**config.mk**
```make
export PLATFORM = sky130hd
export DESIGN_NAME = encoder_8x3
export DESIGN_NICKNAME = d
export VERILOG_FILES = /design/src/rtl/encoder_8x3_pkg.sv /design/src/rtl/encoder_8x3_onehot_check.sv /design/src/rtl/encoder_8x3.sv
export SDC_FILE = /design/constraint.sdc
export NUM_CORES = 1
export LEC_CHECK = 0
export ABC_CLOCK_PERIOD_IN_PS = 1500
export CAP_MARGIN = 20
export CORE_UTILIZATION = 44
export CTS_CLUSTER_DIAMETER = 40
export DETAILED_ROUTE_END_ITERATION = 6
export PLACE_DENSITY = 0.77
export SLEW_MARGIN = 25
export SYNTH_ARGS = -nofsm -noshare
export SYNTH_HDL_FRONTEND = slang
export SYNTH_HIERARCHICAL = 1
export SYNTH_SLANG_ARGS = --single-unit
```
**constraint.sdc**
```tcl
create_clock -name clk -period 1.5 [get_ports clk]
set_input_delay 0.15 -clock clk [delete_from_list [all_inputs] [get_ports clk]]
set_output_delay 0.15 -clock clk [all_outputs]
set_load 0.02 [all_outputs]
```
**src/rtl/encoder_8x3_pkg.sv**
```systemverilog
// Shared widths, index type and constants for the 8-to-3 encoder.
package enc_pkg;

    localparam int IN_W  = 8;
    localparam int OUT_W = 3;

    typedef logic [OUT_W-1:0] enc_idx_t;

    localparam enc_idx_t ENC_IDX_ZERO = 3'b000;

endpackage : enc_pkg

```
**src/rtl/encoder_8x3_onehot_check.sv**
```systemverilog
// Combinational classifier: flags zero/multi-hot vectors and yields the highest set-bit index.
module onehot_check
    import enc_pkg::*;
(
    input  logic [IN_W-1:0] vec,
    output logic            is_zero,
    output logic            is_multi,
    output enc_idx_t        high_idx
);

    // Zero and multi-hot detection; clearing the lowest set bit leaves something only if 2+ bits were set.
    always_comb begin
        is_zero  = (vec == 8'h00);
        is_multi = ((vec & (vec - 8'd1)) != 8'h00);
    end

    // Highest-set-bit priority index; zero input maps to index 0.
    always_comb begin
        high_idx = ENC_IDX_ZERO;
        casez (vec)
            8'b1???????: high_idx = 3'd7;
            8'b01??????: high_idx = 3'd6;
            8'b001?????: high_idx = 3'd5;
            8'b0001????: high_idx = 3'd4;
            8'b00001???: high_idx = 3'd3;
            8'b000001??: high_idx = 3'd2;
            8'b0000001?: high_idx = 3'd1;
            8'b00000001: high_idx = 3'd0;
            default:     high_idx = ENC_IDX_ZERO;
        endcase
    end

endmodule : onehot_check

```
**src/rtl/encoder_8x3.sv**
```systemverilog
// Registered 8-to-3 encoder with zero/multi-hot flags and a saturating error counter.
module encoder_8x3
    import enc_pkg::*;
#(
    parameter int PRIORITY_MODE = 0,
    parameter int CNT_W         = 8
) (
    input  logic             clk,
    input  logic             rst,
    input  logic             en,
    input  logic [IN_W-1:0]  in,
    input  logic             clr_count,
    output logic [OUT_W-1:0] out,
    output logic             valid,
    output logic             err_none,
    output logic             err_multi,
    output logic [CNT_W-1:0] err_count
);

    localparam logic             STRICT  = (PRIORITY_MODE == 0);
    localparam logic [CNT_W-1:0] CNT_MAX = {CNT_W{1'b1}};

    logic     is_zero_s;
    logic     is_multi_s;
    enc_idx_t high_idx_s;
    logic     is_err_s;

    enc_idx_t         out_d, out_q;
    logic             valid_d, valid_q;
    logic             err_none_d, err_none_q;
    logic             err_multi_d, err_multi_q;
    logic [CNT_W-1:0] err_count_d, err_count_q;

    onehot_check u_onehot_check (
        .vec      (in),
        .is_zero  (is_zero_s),
        .is_multi (is_multi_s),
        .high_idx (high_idx_s)
    );

    // Multi-hot only counts as an error when priority encoding is disabled.
    assign is_err_s = is_zero_s | (is_multi_s & STRICT);

    // Next-state for the encoded outputs; everything holds while en is low.
    always_comb begin
        out_d       = out_q;
        valid_d     = valid_q;
        err_none_d  = err_none_q;
        err_multi_d = err_multi_q;
        if (en) begin
            err_none_d  = is_zero_s;
            err_multi_d = is_multi_s;
            if (is_err_s) begin
                out_d   = ENC_IDX_ZERO;
                valid_d = 1'b0;
            end else begin
                out_d   = high_idx_s;
                valid_d = 1'b1;
            end
        end else begin
            out_d       = out_q;
            valid_d     = valid_q;
            err_none_d  = err_none_q;
            err_multi_d = err_multi_q;
        end
    end

    // Error counter: clear wins over increment and ignores en; saturates at all-ones.
    always_comb begin
        err_count_d = err_count_q;
        if (clr_count) begin
            err_count_d = {CNT_W{1'b0}};
        end else if (en && is_err_s && (err_count_q != CNT_MAX)) begin
            err_count_d = err_count_q + CNT_W'(1);
        end else begin
            err_count_d = err_count_q;
        end
    end

    // Output and counter registers.
    always_ff @(posedge clk or posedge rst) begin
        if (rst) begin
            out_q       <= ENC_IDX_ZERO;
            valid_q     <= 1'b0;
            err_none_q  <= 1'b0;
            err_multi_q <= 1'b0;
            err_count_q <= {CNT_W{1'b0}};
        end else begin
            out_q       <= out_d;
            valid_q     <= valid_d;
            err_none_q  <= err_none_d;
            err_multi_q <= err_multi_d;
            err_count_q <= err_count_d;
        end
    end

    assign out       = out_q;
    assign valid     = valid_q;
    assign err_none  = err_none_q;
    assign err_multi = err_multi_q;
    assign err_count = err_count_q;

endmodule : encoder_8x3

```
==> flow_metrics.tcl <==
set metrics [dict create \
    status "finished with violations" \
    violations "negative setup slack" \
    coreArea_um2 1590 \
    fmax_mhz 638 \
    track_usage 0.259 \
    synth_area_leaders "dfrtp_1 44%, nor2_1 5.7%, xor2_1 5.5%, mux2_2 4.3%, o21ai_0 3.2%" \
    grt_pass1_wl_um 3540 \
    peakVddDrop_v 0.000615 \
    clock_skew_ps 2.73 \
    synth_edf_count 0 \
    cp-end-kind "flop" \
    max_stage_delay_ps 530 \
    cts_tree "done" \
    cp-start-kind "flop" \
    yosysUniqueCellTypes 33 \
    mappedNetlistNets 96 \
    slew_headroom 0.628 \
    htree_levels 1 \
    nets 144 \
    ant_nets 0 \
    p_comb_frac 0.227 \
    synth.avg_cell_area_um2 9.53 \
    place_congestion 0.819 \
    setup_slack_ps -68.4 \
    finalSetupViolations 6 \
    drtPass1Iterations 4 \
    clockRootBuffer "clkbuf_4" \
    dieWidth_um 44.4 \
    drive_gt1_frac 0.438 \
    cp_num_buf_inv 0 \
    critical_path_required_ps 1720 \
    dp_hpwl_um 1530 \
    detail_route.wl_per_cell_um 20.2 \
    power_frac_seq 0.453 \
    cp_top_family "simple AND/OR/NAND/NOR gates" \
    clkSinkCount 14 \
    cts_made_buffers 3 \
    p_per_area_nw_per_um2 629 \
    path_class "flop to flop" \
    crit_slowest_cell "or4_4" \
    synth_common_cells "14 x dfrtp_1, 12 x nor2_1, 5 x inv_1, 5 x o21ai_0, 5 x xor2_1" \
    clockBufferDepth 2 \
    netlist_instances 83 \
    yosysTopAreaCell "dfrtp_1" \
    switchingPower_mw 0.247 \
    worst_slew_pin_slew_ps 558 \
    synth_seq_cells 14 \
    grt_pass1_vias 747 \
    placedInstanceArea_um2 1200 \
    power_mw 0.876 \
    num_io_pins 26 \
    rsz0062_at_grt "true" \
    design_area_um2 1390 \
    fin_cells 154 \
    initial_core_util 0.496 \
    power_leakage_nw 0.616 \
    p_int_mw 0.628 \
    clk_pin_slew_ps 90 \
    async_flop_share 1.00 \
    switching_share 0.282 \
    layout-area-overhead-vs-synth_pct 76.1 \
    die_h_um 44.4 \
    clk-insertion-delay-late_ps 290 \
    cp_max_fo 4 \
    vias 929 \
    clockPowerShare 0.320 \
    antenna_found_initial 0 \
    finish.utilization 0.874 \
    hold_viol_final 0 \
    routed_wl_um 3120 \
    port_buffers 25 \
    drv_slew 0 \
    die_area_um2 1970 \
    antenna_cells 0 \
    grt_max_degree 15 \
    fin_crit_ps 1570 \
    synth-main-ff-cell "dfrtp_1" \
    ys_seq_area_frac 0.443 \
    syn_area_um2 791 \
    viasPerCell 6.03 \
    yosysWarnings 6 \
    yosys.area.top_type_share 0.443 \
    drv_cap 0 \
    placed_cells 143 \
    hp-class "input pin to async pin" \
    yosysMostFrequentCell "dfrtp_1" \
    placementRows 14 \
    path_cells "and2_1 > nand2_1 > or4_4 > a21oi_4" \
    critical_path_arrival_ps 1780 \
    timing.final.crit_share 1.05 \
    pre_cts_ws_ps -730 \
    grt-ovfl-total 0 \
    drc 0 \
    initialDrtViolationCount 44 \
]
cell type report:
cell class              instances  area [µm²]
repair buffers                 45         395
multi-input cells              62         561
clock buffers                   4        36.3
inverters                       5        18.8
fillers                        82         201
flip-flops and latches         14         352
well taps                      24        30.0
stage by stage:
step                      TNS (ps)  hold slack, ps
after floorplan                  0            39.2
after global placement       -6610             495
after detailed placement     -6970             496
after CTS                    -19.2             213
after global routing          -452             255
final                         -180             198
logic make-up after synthesis:
group,count (synthesis),synth area share
mux,4,0.0554
simple gates,30,0.196
compound gates,21,0.187
flops,14,0.443
buf+inv,7,0.0364
fa+ha+maj,1,0.0158
xor+xnor,6,0.0665
routing by layer:
layer	global-route usage	share of wire	wire, µm	up-vias
li1	-	-	-	397
met1	0.340	0.37	1170	454
met2	0.379	0.51	1600	56
met3	0.0571	0.062	192	22
met4	0.182	0.052	161	0
met5	0	0	0	-
cells in the final DEF, fill, tap and decap left out, types with 2 or more instances in the layout:
| cell | count |
|---|---|
| dlygate4sd2_1 | 6 |
| dfrtp_1 | 13 |
| o211ai_1 | 3 |
| inv_1 | 5 |
| buf_2 | 4 |
| buf_6 | 6 |
| nand3_1 | 3 |
| o21ai_0 | 3 |
| nand2_1 | 2 |
| clkdlybuf4s50_1 | 10 |
| nor2_1 | 10 |
| xor2_1 | 5 |
| clkbuf_4 | 3 |
| a21oi_1 | 2 |
| buf_4 | 17 |
| mux2_2 | 3 |
| o21ai_2 | 2 |
| nor2_4 | 3 |
| a2111oi_4 | 2 |
sequential cells by signal, summed over array words and instances (netlist names):
name       cells
err_none       1
err_multi      1
err_count      8
out            3
valid          1
worst paths after layout:
kind,slack [ps],start,to,cells past startpoint
worst max-delay path,-70,err_count[4]$_DFFE_PP0P_,err_count[6]$_DFFE_PP0P_,4
worst min-delay path,200,rst,err_count[2]$_DFFE_PP0P_,2
worst max register to register,-70,err_count[4]$_DFFE_PP0P_,err_count[6]$_DFFE_PP0P_,4
worst min register to register,540,err_multi$_DFFE_PP0P_,err_multi$_DFFE_PP0P_,1
max in group asynchronous,910,rst,err_count[3]$_DFFE_PP0P_,2
min in group clk,350,in[4],out[1]$_DFFE_PP0P_,4
power by group through the flow:
stage	clock [mW]	sequential [mW]	combinational [mW]
final	0.281	0.396	0.199
after detailed placement	0	0.400	0.162
after CTS	0.283	0.393	0.162
after global placement	0	0.400	0.159
after floorplan	0	0.413	0.0550
after global routing	0.298	0.397	0.207
what timing repair did:
item,4_1_cts,5_1_grt
endpoints found under the hold margin,0,0
hold buffers,0,0
setup endpoints to repair,17,9
resized for setup,40,37
pin swaps,10,12
setup buffers,4,4
Note: power is estimated with default switching activity, not from simulation.
